$ cat config.mk
export PLATFORM = sky130hd
export DESIGN_NAME = alu_ctrl_stage
export DESIGN_NICKNAME = d
export VERILOG_FILES = /design/src/rtl/alu_pkg.sv /design/src/rtl/alu_decoder.sv /design/src/rtl/alu_ctrl_stage.sv
export SDC_FILE = /design/constraint.sdc
export NUM_CORES = 1
export LEC_CHECK = 0
export ABC_AREA = 0
export CAP_MARGIN = 25
export CORE_MARGIN = 10
export CORE_UTILIZATION = 38
export DETAILED_ROUTE_END_ITERATION = 10
export GPL_TIMING_DRIVEN = 0
export PLACE_DENSITY = 0.91
export SYNTH_ARGS = -nofsm -noshare
export SYNTH_HDL_FRONTEND = slang
export SYNTH_SLANG_ARGS = --single-unit
$ cat constraint.sdc
create_clock -name clk -period 3.3 [get_ports clk]
set_input_delay 0.66 -clock clk [delete_from_list [all_inputs] [get_ports clk]]
set_output_delay 0.66 -clock clk [all_outputs]
set_load 0.01 [all_outputs]
$ cat src/rtl/alu_pkg.sv
// Shared definitions for the ID/EX ALU control stage: ALU operation codes,
// RV32I major opcodes and the operand-select encodings used by the decoder.
package alu_pkg;

    typedef enum logic [3:0] {
        ALU_AND = 4'b0000,
        ALU_OR  = 4'b0001,
        ALU_XOR = 4'b0010,
        ALU_ADD = 4'b0011,
        ALU_BNE = 4'b0100,
        ALU_BLT = 4'b0101,
        ALU_BGE = 4'b0110,
        ALU_SLT = 4'b0111,
        ALU_BEQ = 4'b1000,
        ALU_SUB = 4'b1001,
        ALU_SRA = 4'b1010,
        ALU_SRL = 4'b1011,
        ALU_SLL = 4'b1100
    } alu_op_t;

    typedef enum logic [1:0] {
        SRCA_ZERO = 2'b00,
        SRCA_RS1  = 2'b01,
        SRCA_PC   = 2'b10
    } srca_sel_t;

    typedef enum logic [1:0] {
        SRCB_ZERO = 2'b00,
        SRCB_RS2  = 2'b01,
        SRCB_IMM  = 2'b10
    } srcb_sel_t;

    localparam logic [6:0] OPC_RTYPE  = 7'b0110011;
    localparam logic [6:0] OPC_IALU   = 7'b0010011;
    localparam logic [6:0] OPC_BRANCH = 7'b1100011;
    localparam logic [6:0] OPC_LOAD   = 7'b0000011;
    localparam logic [6:0] OPC_STORE  = 7'b0100011;
    localparam logic [6:0] OPC_JALR   = 7'b1100111;
    localparam logic [6:0] OPC_LUI    = 7'b0110111;
    localparam logic [6:0] OPC_AUIPC  = 7'b0010111;
    localparam logic [6:0] OPC_JAL    = 7'b1101111;

    localparam logic [2:0] F3_ADD  = 3'b000;
    localparam logic [2:0] F3_SLL  = 3'b001;
    localparam logic [2:0] F3_SLT  = 3'b010;
    localparam logic [2:0] F3_XOR  = 3'b100;
    localparam logic [2:0] F3_SR   = 3'b101;
    localparam logic [2:0] F3_OR   = 3'b110;
    localparam logic [2:0] F3_AND  = 3'b111;

    localparam logic [2:0] F3_BEQ  = 3'b000;
    localparam logic [2:0] F3_BNE  = 3'b001;
    localparam logic [2:0] F3_BLT  = 3'b100;
    localparam logic [2:0] F3_BGE  = 3'b101;

endpackage

$ cat src/rtl/alu_decoder.sv
// Combinational RV32I decode of opcode/funct3/funct7[5] into ALU operation,
// operand sources, shift-amount masking and an illegal-instruction flag.
module alu_decoder
    import alu_pkg::*;
(
    input  logic [6:0] opcode,
    input  logic [2:0] funct3,
    input  logic       funct7b5,
    output alu_op_t    op,
    output srca_sel_t  srca_sel,
    output srcb_sel_t  srcb_sel,
    output logic       shamt_mask,
    output logic       illegal
);

    alu_op_t   op_s;
    srca_sel_t srca_s;
    srcb_sel_t srcb_s;
    logic      mask_s;
    logic      ill_s;

    // Raw decode; the illegal path is cleaned up in the block below.
    always_comb begin
        op_s   = ALU_AND;
        srca_s = SRCA_ZERO;
        srcb_s = SRCB_ZERO;
        mask_s = 1'b0;
        ill_s  = 1'b0;
        case (opcode)
            OPC_RTYPE: begin
                srca_s = SRCA_RS1;
                srcb_s = SRCB_RS2;
                case (funct3)
                    F3_ADD: op_s = funct7b5 ? ALU_SUB : ALU_ADD;
                    F3_AND: op_s = ALU_AND;
                    F3_OR:  op_s = ALU_OR;
                    F3_XOR: op_s = ALU_XOR;
                    F3_SLT: op_s = ALU_SLT;
                    F3_SLL: begin
                        op_s   = ALU_SLL;
                        mask_s = 1'b1;
                    end
                    F3_SR: begin
                        op_s   = funct7b5 ? ALU_SRA : ALU_SRL;
                        mask_s = 1'b1;
                    end
                    default: ill_s = 1'b1;
                endcase
            end
            OPC_IALU: begin
                srca_s = SRCA_RS1;
                srcb_s = SRCB_IMM;
                case (funct3)
                    F3_ADD: op_s = ALU_ADD;
                    F3_SLT: op_s = ALU_SLT;
                    F3_AND: op_s = ALU_AND;
                    F3_OR:  op_s = ALU_OR;
                    F3_XOR: op_s = ALU_XOR;
                    F3_SLL: begin
                        op_s   = ALU_SLL;
                        mask_s = 1'b1;
                    end
                    F3_SR: begin
                        op_s   = funct7b5 ? ALU_SRA : ALU_SRL;
                        mask_s = 1'b1;
                    end
                    default: ill_s = 1'b1;
                endcase
            end
            OPC_BRANCH: begin
                srca_s = SRCA_RS1;
                srcb_s = SRCB_RS2;
                case (funct3)
                    F3_BEQ:  op_s = ALU_BEQ;
                    F3_BNE:  op_s = ALU_BNE;
                    F3_BLT:  op_s = ALU_BLT;
                    F3_BGE:  op_s = ALU_BGE;
                    default: ill_s = 1'b1;
                endcase
            end
            OPC_LOAD, OPC_STORE, OPC_JALR: begin
                op_s   = ALU_ADD;
                srca_s = SRCA_RS1;
                srcb_s = SRCB_IMM;
            end
            OPC_LUI: begin
                op_s   = ALU_ADD;
                srca_s = SRCA_ZERO;
                srcb_s = SRCB_IMM;
            end
            OPC_AUIPC, OPC_JAL: begin
                op_s   = ALU_ADD;
                srca_s = SRCA_PC;
                srcb_s = SRCB_IMM;
            end
            default: ill_s = 1'b1;
        endcase
    end

    // Illegal instructions present op 0000 with both operands forced to zero.
    always_comb begin
        illegal = ill_s;
        if (ill_s) begin
            op         = ALU_AND;
            srca_sel   = SRCA_ZERO;
            srcb_sel   = SRCB_ZERO;
            shamt_mask = 1'b0;
        end else begin
            op         = op_s;
            srca_sel   = srca_s;
            srcb_sel   = srcb_s;
            shamt_mask = mask_s;
        end
    end

endmodule

$ cat src/rtl/alu_ctrl_stage.sv
// ID/EX control stage: decodes the instruction, selects ALU operands and holds
// them in a single-entry valid/ready pipeline register with flush support.
module alu_ctrl_stage
    import alu_pkg::*;
#(
    parameter int DATA_WIDTH    = 32,
    parameter int OPCODE_LENGTH = 4
) (
    input  logic                     clk,
    input  logic                     reset,
    input  logic                     in_valid,
    output logic                     in_ready,
    input  logic [6:0]               opcode,
    input  logic [2:0]               funct3,
    input  logic                     funct7b5,
    input  logic [DATA_WIDTH-1:0]    rs1_data,
    input  logic [DATA_WIDTH-1:0]    rs2_data,
    input  logic [DATA_WIDTH-1:0]    imm,
    input  logic [DATA_WIDTH-1:0]    pc,
    input  logic                     flush,
    output logic                     out_valid,
    input  logic                     out_ready,
    output logic [DATA_WIDTH-1:0]    SrcA,
    output logic [DATA_WIDTH-1:0]    SrcB,
    output logic [OPCODE_LENGTH-1:0] Operation,
    output logic                     illegal
);

    alu_op_t   dec_op_s;
    srca_sel_t dec_srca_sel_s;
    srcb_sel_t dec_srcb_sel_s;
    logic      dec_shamt_mask_s;
    logic      dec_illegal_s;

    logic [DATA_WIDTH-1:0]    srca_s;
    logic [DATA_WIDTH-1:0]    srcb_raw_s;
    logic [DATA_WIDTH-1:0]    srcb_s;
    logic                     in_ready_s;
    logic                     capture_s;

    logic                     valid_r;
    logic [DATA_WIDTH-1:0]    srca_r;
    logic [DATA_WIDTH-1:0]    srcb_r;
    logic [OPCODE_LENGTH-1:0] op_r;
    logic                     illegal_r;

    alu_decoder u_decoder (
        .opcode     (opcode),
        .funct3     (funct3),
        .funct7b5   (funct7b5),
        .op         (dec_op_s),
        .srca_sel   (dec_srca_sel_s),
        .srcb_sel   (dec_srcb_sel_s),
        .shamt_mask (dec_shamt_mask_s),
        .illegal    (dec_illegal_s)
    );

    // Operand A source mux.
    always_comb begin
        case (dec_srca_sel_s)
            SRCA_RS1:  srca_s = rs1_data;
            SRCA_PC:   srca_s = pc;
            SRCA_ZERO: srca_s = {DATA_WIDTH{1'b0}};
            default:   srca_s = {DATA_WIDTH{1'b0}};
        endcase
    end

    // Operand B source mux; shifts only ever see the low five bits.
    always_comb begin
        case (dec_srcb_sel_s)
            SRCB_RS2:  srcb_raw_s = rs2_data;
            SRCB_IMM:  srcb_raw_s = imm;
            SRCB_ZERO: srcb_raw_s = {DATA_WIDTH{1'b0}};
            default:   srcb_raw_s = {DATA_WIDTH{1'b0}};
        endcase
        if (dec_shamt_mask_s) begin
            srcb_s = {{(DATA_WIDTH-5){1'b0}}, srcb_raw_s[4:0]};
        end else begin
            srcb_s = srcb_raw_s;
        end
    end

    assign in_ready_s = !valid_r || out_ready;
    assign capture_s  = in_valid && in_ready_s && !flush;

    // Pipeline register: flush beats capture, and a stalled entry holds.
    always_ff @(posedge clk) begin
        if (reset) begin
            valid_r   <= 1'b0;
            srca_r    <= {DATA_WIDTH{1'b0}};
            srcb_r    <= {DATA_WIDTH{1'b0}};
            op_r      <= {OPCODE_LENGTH{1'b0}};
            illegal_r <= 1'b0;
        end else if (flush) begin
            valid_r   <= 1'b0;
        end else if (capture_s) begin
            valid_r   <= 1'b1;
            srca_r    <= srca_s;
            srcb_r    <= srcb_s;
            op_r      <= OPCODE_LENGTH'(dec_op_s);
            illegal_r <= dec_illegal_s;
        end else if (out_ready) begin
            valid_r   <= 1'b0;
        end else begin
            valid_r   <= valid_r;
        end
    end

    assign in_ready  = in_ready_s;
    assign out_valid = valid_r;
    assign SrcA      = srca_r;
    assign SrcB      = srcb_r;
    assign Operation = op_r;
    assign illegal   = illegal_r;

endmodule

### After elaboration in Yosys (flattened, before gate mapping)

Index checks and enable logic that the tools add are counted.

* flip-flop bits (word level): 70
* input bits: 144
* word-level logic and storage cells: 65

* eq/ne operators: 19
* mux-type cells: 22
* bitwise operators: 1
* reductions and logical operators: 18

Operators with widths (number)
* $pmux 32 s2: 2
* $pmux 4 s6: 2
* $mux 32: 1
* $pmux 4 s4: 2
* $eq 7x6->1 const B: 3
* $eq 7x7->1 const B: 3
* $eq 7x5->1 const B: 2
* $reduce_or 7->1: 2
* $eq 3x3->1 const B: 4
* $reduce_or 6->1: 2
* $reduce_or 2->1: 5
* $mux 1: 8
* $mux 4: 2
* $pmux 2 s2: 2
* $eq 7x2->1 const B: 1
* $eq 2x1->1 const B: 2
* $eq 2x2->1 const B: 2
* $mux 2: 2
* $reduce_or 4->1: 1
* $eq 3x1->1 const B: 1
* $eq 3x2->1 const B: 1
* $logic_not 3->1: 1
* $pmux 1 s3: 1
* $logic_and 1x1->1: 2
* other kinds (5): 6

### Depth between registers and ports, before layout

Gate-level depths: netlist of run 1.

* word-level depth: 8
* depth in mapped cells: 11
* gate-level depth less buffers: 9

### Hierarchy

Synthesis of run 1 repeated with hierarchy kept, for this count alone.

* cell total of the unflattened synthesis: 348
* area, all modules: 3331.9 µm²

By module, submodules not included
* alu_ctrl_stage: instances 1, cells each 301, area an instance 3034.2 µm², seq. area each 1401.3 µm²
* alu_decoder: instances 1, cells each 47, area an instance 297.8 µm², seq. area each 0.0 µm²

### Worst setup path after synthesis of run 1

OpenSTA, ideal clock, no wires.

* path type: input to register
* from: input port opcode[2]
* to: register srcb_r[12], in the netlist SrcB[12]
* library setup time: 0.065 ns
* arrival: 3.027 ns
* data required time: 3.235 ns
* slack: 0.208 ns
* cell stages on the path: 9
* path buffers: 1
* path through: and4bb_4 -> a2111oi_2 -> nor3_2 -> or3_1 -> ha_1 -> nor3_2 -> clkbuf_1 -> a32oi_1 -> nor2_1

* cells in the longest elaborated chain, start to end: 7
* elaborated cells between the ends (all ways): 22
* classes of those cells: 11 x eq/ne; 7 x mux; 4 x reduce/logical

RTL lines
* start, declared: RTL line alu_ctrl_stage.sv:13 `input logic [6:0] opcode,`
* $eq 7x2->1, or another cell as far along: RTL line alu_decoder.sv:29 `case (opcode)`
* $reduce_or 6->1 (no line), or another cell as far along
* $pmux 1 s3 / $pmux 2 s2 (equally long branches): RTL line alu_decoder.sv:29
* $mux 2: RTL line alu_decoder.sv:103 `if (ill_s) begin`
* $eq 2x2->1 / $eq 2x1->1 (equally long branches): RTL line alu_ctrl_stage.sv:70 `case (dec_srcb_sel_s)`
* $pmux 32 s2: RTL line alu_ctrl_stage.sv:70
* $mux 32 (*): RTL line alu_ctrl_stage.sv:76 `if (dec_shamt_mask_s) begin`
* end signal, assigned: RTL line alu_ctrl_stage.sv:91 `srcb_r <= {DATA_WIDTH{1'b0}};`
* end signal, assigned: RTL line alu_ctrl_stage.sv:99 `srcb_r <= srcb_s;`
* end, declared: RTL line alu_ctrl_stage.sv:43 `logic [DATA_WIDTH-1:0] srcb_r;`

Mark *: on every way between the ends. The rest lies on a longest branch, timed or not.
A chain may end at the register's enable or synchronous reset.

### Worst setup path after layout of run 1

* from: input port opcode[6]
* to: register srcb_r[22], in the netlist SrcB[22]

The elaborated chain is that of the path after synthesis.

==> flow_summary.toml, run 1 <==
[pwr]
finalPower_mw = 1.78
p_per_area_nw_per_um2 = 292
p_int_mw = 1.32
ir_worst_vdd_uv = 218
combPwrFrac_pct = 16.4
pwr-share-clk_pct = 36.0
leakagePower_nw = 2.09
seqPwrFrac_pct = 47.6
switching_share_pct = 25.6
p_sw_uw = 457

[placed_design]
routabilityCongestion = 0.862
io_buffers = 213
placed_area_um2 = 5810
dp_slack_ns = -1.06
dp_hpwl_um = 12100

[worst_hold_path]
whs_path_depth = 2
hold-path-endpoint = "Operation[3]"
min_from = "Operation[3]"
min_path_type = "reg2reg"

[sta]
worst_slack_ns = 0.128
fmax_mhz = 315
hold_violations = 0
period_share_pct = 96.1
max-slew-margin-rel_pct = 66.0
fin_crit_ns = 3.17
setup_violations = 0
drv_slew = 0
worst_slew_pin_slew_ns = 0.510
skew_ns = 0.00536

[detailed_routing]
wl_um = 14900
route.vias.total = 4306
drtAntennaViolNets = 0
wl_per_cell_um = 19.5
detail_route.iter0.violations = 281
drc = 0
drtPass1Iterations = 4
via_per_inst = 5.62

[worst_setup_path]
worstSetupPathType = "in2reg"
crit_slowest_cell = "clkdlybuf4s50_1"
path_delay_family = "buffers and inverters"
worstPathCellList = "clkdlybuf4s50_1 > buf_4 > nand3b_1 > a2111oi_4 > nor3_2 > or3_1 > ha_4 > nor3_4 > buf_4 > buf_6 > a32oi_1 > nor2_1"
critPathMaxStageDelay_ns = 0.55
crit_cells = 12
cp_max_fo = 10
endpoint_kind = "flop"
path_common_cell = "buf_4"
r2r_cells = 7
r2r_end = "SrcA[24]"
r2r_slack_ns = 1.30
cp-start-kind = "primary input"
rr_startpoint = "out_valid"
crit_required_ns = 3.52
worst-path-buf-inv = 4
cp.arrival_ns = 3.39

[clock_network]
cts_root_buf = "clkbuf_8"
cts_htree_levels = 3
cts_buffers = 9
cts.sinks = 70
clk_pin_slew_ns = 0.08
cts_max_path_buffers = 2
clk_latency_ns = 0.34
cts_tree = "done"

[global_route]
grt_pass1_wl_um = 23000
antenna_found_initial = 0
grt_pass1_vias = 4513
track_usage_pct = 21.1
grt_max_degree = 14
grt.overflow.total = 0

[synthesis]
synthTopCellsByArea = "dfxtp_1 (40%), a22oi_1 (7.9%), nor2_1 (7.5%), a22o_1 (6.9%), nor4_1 (6.9%)"
syn_area_um2 = 3540
syn_inst = 422
syn_area_per_cell_um2 = 8.38
synth-seq-cells = 70
synth_cell_types = 39
ys_seq_area_share_pct = 39.6
synth_ff_type = "dfxtp_1"
synth_largest_area_cell = "dfxtp_1"
synth_nets = 570
synth.top_cell.area_share_pct = 39.6
synth_edf_count = 0
yosysWarnings = 0
async_reset_ff_share_pct = 0

[final_layout]
final_area_um2 = 6110
fill_cells = 729
mostFrequentLayoutCell = "clkdlybuf4s50_1"
nets = 798
multi_input_area_um2 = 2000
layout-drive-gt1-share_pct = 6.87
antennaDiodeCount = 0
syn_to_final_growth_pct = 72.7
most-common-layout-cells = "clkdlybuf4s50_1 (209), nor2_1 (71), dfxtp_1 (70), a21oi_1 (42), nor4_1 (39)"
final_core_util_pct = 66.7
ff_latch_area_um2 = 1400

[floorplan]
die_w_um = 116
rows = 35
dieArea_um2 = 13600
die_y_um = 116
core_area_um2 = 9150
ioPinCount = 215
start_util_pct = 38.6

[run_status]
outcome = "complete, no violations"

[job]
drv_cap = 0
## power groups by stage
stage	combinational [mW]	sequential (mW)	clock [mW]
after floorplan	0.0724	0.870	0
after detailed placement	0.285	0.868	0
final	0.292	0.848	0.641
after global placement	0.278	0.868	0
after global routing	0.312	0.849	0.690
after CTS	0.287	0.848	0.656
## worst min-delay path: cells and delay by family (launching register included)
family           cells  cell delay, ns
AO/OA/AOI/OAI        1            0.05
AND/OR/NAND/NOR      1            0.06
flip-flops           1            0.31
## routing by layer
layer | part of all wire, % | global-route usage (%) | vias up
met1 | 36 | 21.4 | 2029
met2 | 51 | 38.4 | 167
met3 | 12 | 9.40 | 18
li1 | - | - | 2092
met5 | 0 | 0 | -
met4 | 1.1 | 5.42 | 0
## Yosys cell counts (all sizes together), types with 3 or more instances
cell / n
nor2b: 8
nor3: 7
nand3b: 3
inv: 3
or3: 4
o21ai: 3
nor4: 39
nand2: 4
a22oi: 37
buf: 6
a32oi: 27
a21oi: 42
nand2b: 4
a2111oi: 3
a22o: 28
nor2: 71
clkbuf: 40
dfxtp: 70
ha: 4
## metrics by stage
stage,hold slack (ns),TNS (ns),cells
finish,0.462,0,766
global route,0.492,-0.0263,766
CTS,0.462,0,763
detailed placement,0.453,-38.52,746
global placement,0.440,-31.64,746
floorplan,0.476,0,422
## area by class of cell
class / count / area share [%]
repair buffers: 217 / 35.5
multi-input cells: 303 / 32.7
flip-flops and latches: 70 / 23.0
plain buffers: 46 / 3.38
well taps: 111 / 2.27
clock buffers: 10 / 2.25
clock inverters: 6 / 0.717
inverters: 3 / 0.184
## state kept, by name, summed over array words and instances (netlist names)
register / cells
illegal: 1
SrcA: 32
SrcB: 32
Operation: 4
out_valid: 1
## worst max path at each step
stage,start,end,slack [ns]
2_1_floorplan,opcode[2],SrcB[12],0.21
3_3_place_gp,opcode[2],SrcB[31],-0.92
3_5_place_dp,opcode[2],SrcB[24],-1.06
4_1_cts,funct3[0],SrcA[20],0.02
5_1_grt,opcode[6],SrcB[3],-0.01
6_report,opcode[6],SrcB[22],0.13
## cell families (layout without fill, tap and decap cells)
group	after synthesis	count (layout)	share of synthesized area [%]
AO/OA/AOI/OAI	146	146	30.4
adder cells (fa/ha/maj)	4	4	1.42
buffers and inverters	49	282	5.31
flip-flops	70	70	39.6
multiplexers	1	1	0.283
AND/OR/NAND/NOR	152	152	22.9
## timing repair
action | 4_1_cts | 5_1_grt
resized for setup | 15 | 25
pin swaps | 1 | 2
setup buffers | 1 | 2
hold buffers | 0 | 0
hold endpoints to repair | 0 | 0
endpoints found under the setup margin | 57 | 62
gates cloned | 0 | 1
Note: power is estimated with default switching activity, not from simulation.
==> run 2, diff against run 1 <==
--- a/config.mk
+++ b/config.mk
@@ -7,7 +7,7 @@
 export LEC_CHECK = 0
 export ABC_AREA = 0
 export CAP_MARGIN = 25
-export CORE_MARGIN = 10
+export CORE_MARGIN = 2
 export CORE_UTILIZATION = 38
 export DETAILED_ROUTE_END_ITERATION = 10
 export GPL_TIMING_DRIVEN = 0
==> flow_summary.toml, run 2 (same netlist as run 1, synthesis figures left out) <==
[run_status]
outcome = "complete, no violations"

[global_route]
grt_pass1_vias = 4449
grt_pass1_wl_um = 20800
antenna_found_initial = 0
grt.overflow.total = 0
grt_max_degree = 13
track_usage_pct = 25.4

[placed_design]
dp_slack_ns = -1.01
placed_area_um2 = 5810
dp.cells = 746
io_buffers = 213
dp_hpwl_um = 10300
routabilityCongestion = 0.837

[sta]
max-slew-margin-rel_pct = 65.2
period_share_pct = 97.8
finalSetupTns_ns = 0
worst_slew_pin_slew_ns = 0.522
hold_violations = 0
fin_crit_ns = 3.23
whs_ns = 0.457
worst_slack_ns = 0.0742
fmax_mhz = 310
rsz0062_at_grt = "true"
drv_slew = 0
skew_ns = 0.00943
setup_violations = 0

[floorplan]
die_y_um = 100
core_area_um2 = 9150
dieArea_um2 = 10100
start_util_pct = 38.6
rows = 35
die_w_um = 100
ioPinCount = 215

[detailed_routing]
wl_um = 13200
route.vias.total = 4384
drtAntennaViolNets = 0
via_per_inst = 5.73
drc = 0
detail_route.iter0.violations = 212
wl_per_cell_um = 17.2
drtPass1Iterations = 5

[final_layout]
final_area_um2 = 6120
final_core_util_pct = 66.8
syn_to_final_growth_pct = 73.0
fin_cells = 765
mostFrequentLayoutCell = "clkdlybuf4s50_1"
most-common-layout-cells = "clkdlybuf4s50_1 (211), nor2_1 (71), dfxtp_1 (70), a21oi_1 (42), nor4_1 (39)"
nets = 797
layout-drive-gt1-share_pct = 7.19
antennaDiodeCount = 0
fill_cells = 751

[pwr]
finalPower_mw = 1.94
leakagePower_nw = 2.09
ir_worst_vdd_uv = 183
p_per_area_nw_per_um2 = 317

[clock_network]
cts_root_buf = "clkbuf_8"
clk_pin_slew_ns = 0.07
cts_tree = "done"
cts_buffers = 9
cts.sinks = 70
clk_latency_ns = 0.34
cts_max_path_buffers = 2
cts_htree_levels = 3

[worst_setup_path]
crit_slowest_cell = "clkdlybuf4s50_1"
cp.arrival_ns = 3.44
critPathMaxStageDelay_ns = 0.53
rr_startpoint = "out_valid"
cp_max_fo = 10
cp-start-kind = "primary input"
worstSetupPathType = "in2reg"
worstPathCellList = "clkdlybuf4s50_1 > clkbuf_4 > nand3b_1 > a2111oi_2 > nor3_2 > or3b_1 > ha_1 > buf_2 > a22oi_1 > nor4_1 > a21oi_1 > nor2_1"
startpoint = "opcode[6]"
endpoint_kind = "flop"
crit_required_ns = 3.51

[job]
drv_cap = 0

[worst_hold_path]
min_from = "Operation[2]"
min_path_type = "reg2reg"
==> run 2: cell types whose count changed in the layout (fill, tap and decap cells not counted), sizes merged, moves of 2 or more <==
cell	previous run	this run
clkbuf	43	45
clkdlybuf4s50	209	211
inv	5	3
buf	17	15
bufinv	0	2
==> run 2: layer usage <==
layer | up-vias | GRT usage, % | part of all wire, %
li1 | 2080 | - | -
met1 | 2062 | 28.2 | 39
met2 | 214 | 46.9 | 51
met3 | 28 | 6.31 | 8.2
met4 | 0 | 8.85 | 2.3
met5 | - | 0 | 0
==> run 2: report_power, final <==
group          switching [mW]  leakage [nW]  internal [mW]
registers             0.00155         0.564          0.847
logic                   0.111          1.41          0.181
clock network           0.334         0.116          0.467
total                   0.446          2.09           1.49
==> run 2: layout make-up <==
type                            instances  area, µm²  area share [%]
Timing Repair Buffer                  216       2160            35.3
Multi-Input combinational cell        303       1970            32.2
Clock inverter                          5       81.3            1.33
Buffer                                 46        204            3.33
Sequential cell                        70       1400            22.9
Inverter                                3       11.3           0.184
Tap cell                              111        139            2.27
Clock buffer                           11        151            2.47
==> run 2: timing repair <==
action,CTS,global route
pin swaps,1,1
gates resized for setup,13,25
hold buffers,0,0
hold endpoints to repair,0,0
endpoints found under the setup margin,62,63
buffers inserted,1,2
==> run 2: worst paths after layout <==
check	endpoint	slack, ns	cells past startpoint
hold / removal	Operation[2]	0.46	2
setup reg to reg	SrcA[20]	1.31	7
setup / recovery	SrcA[10]	0.07	12
hold reg to reg	Operation[2]	0.46	2
==> run 2: critical path: cells and delay by family <==
kind,cells,cell delay [ns]
simple gates,5,0.84
buf+inv,3,0.97
compound gates,3,0.68
fa+ha+maj,1,0.29
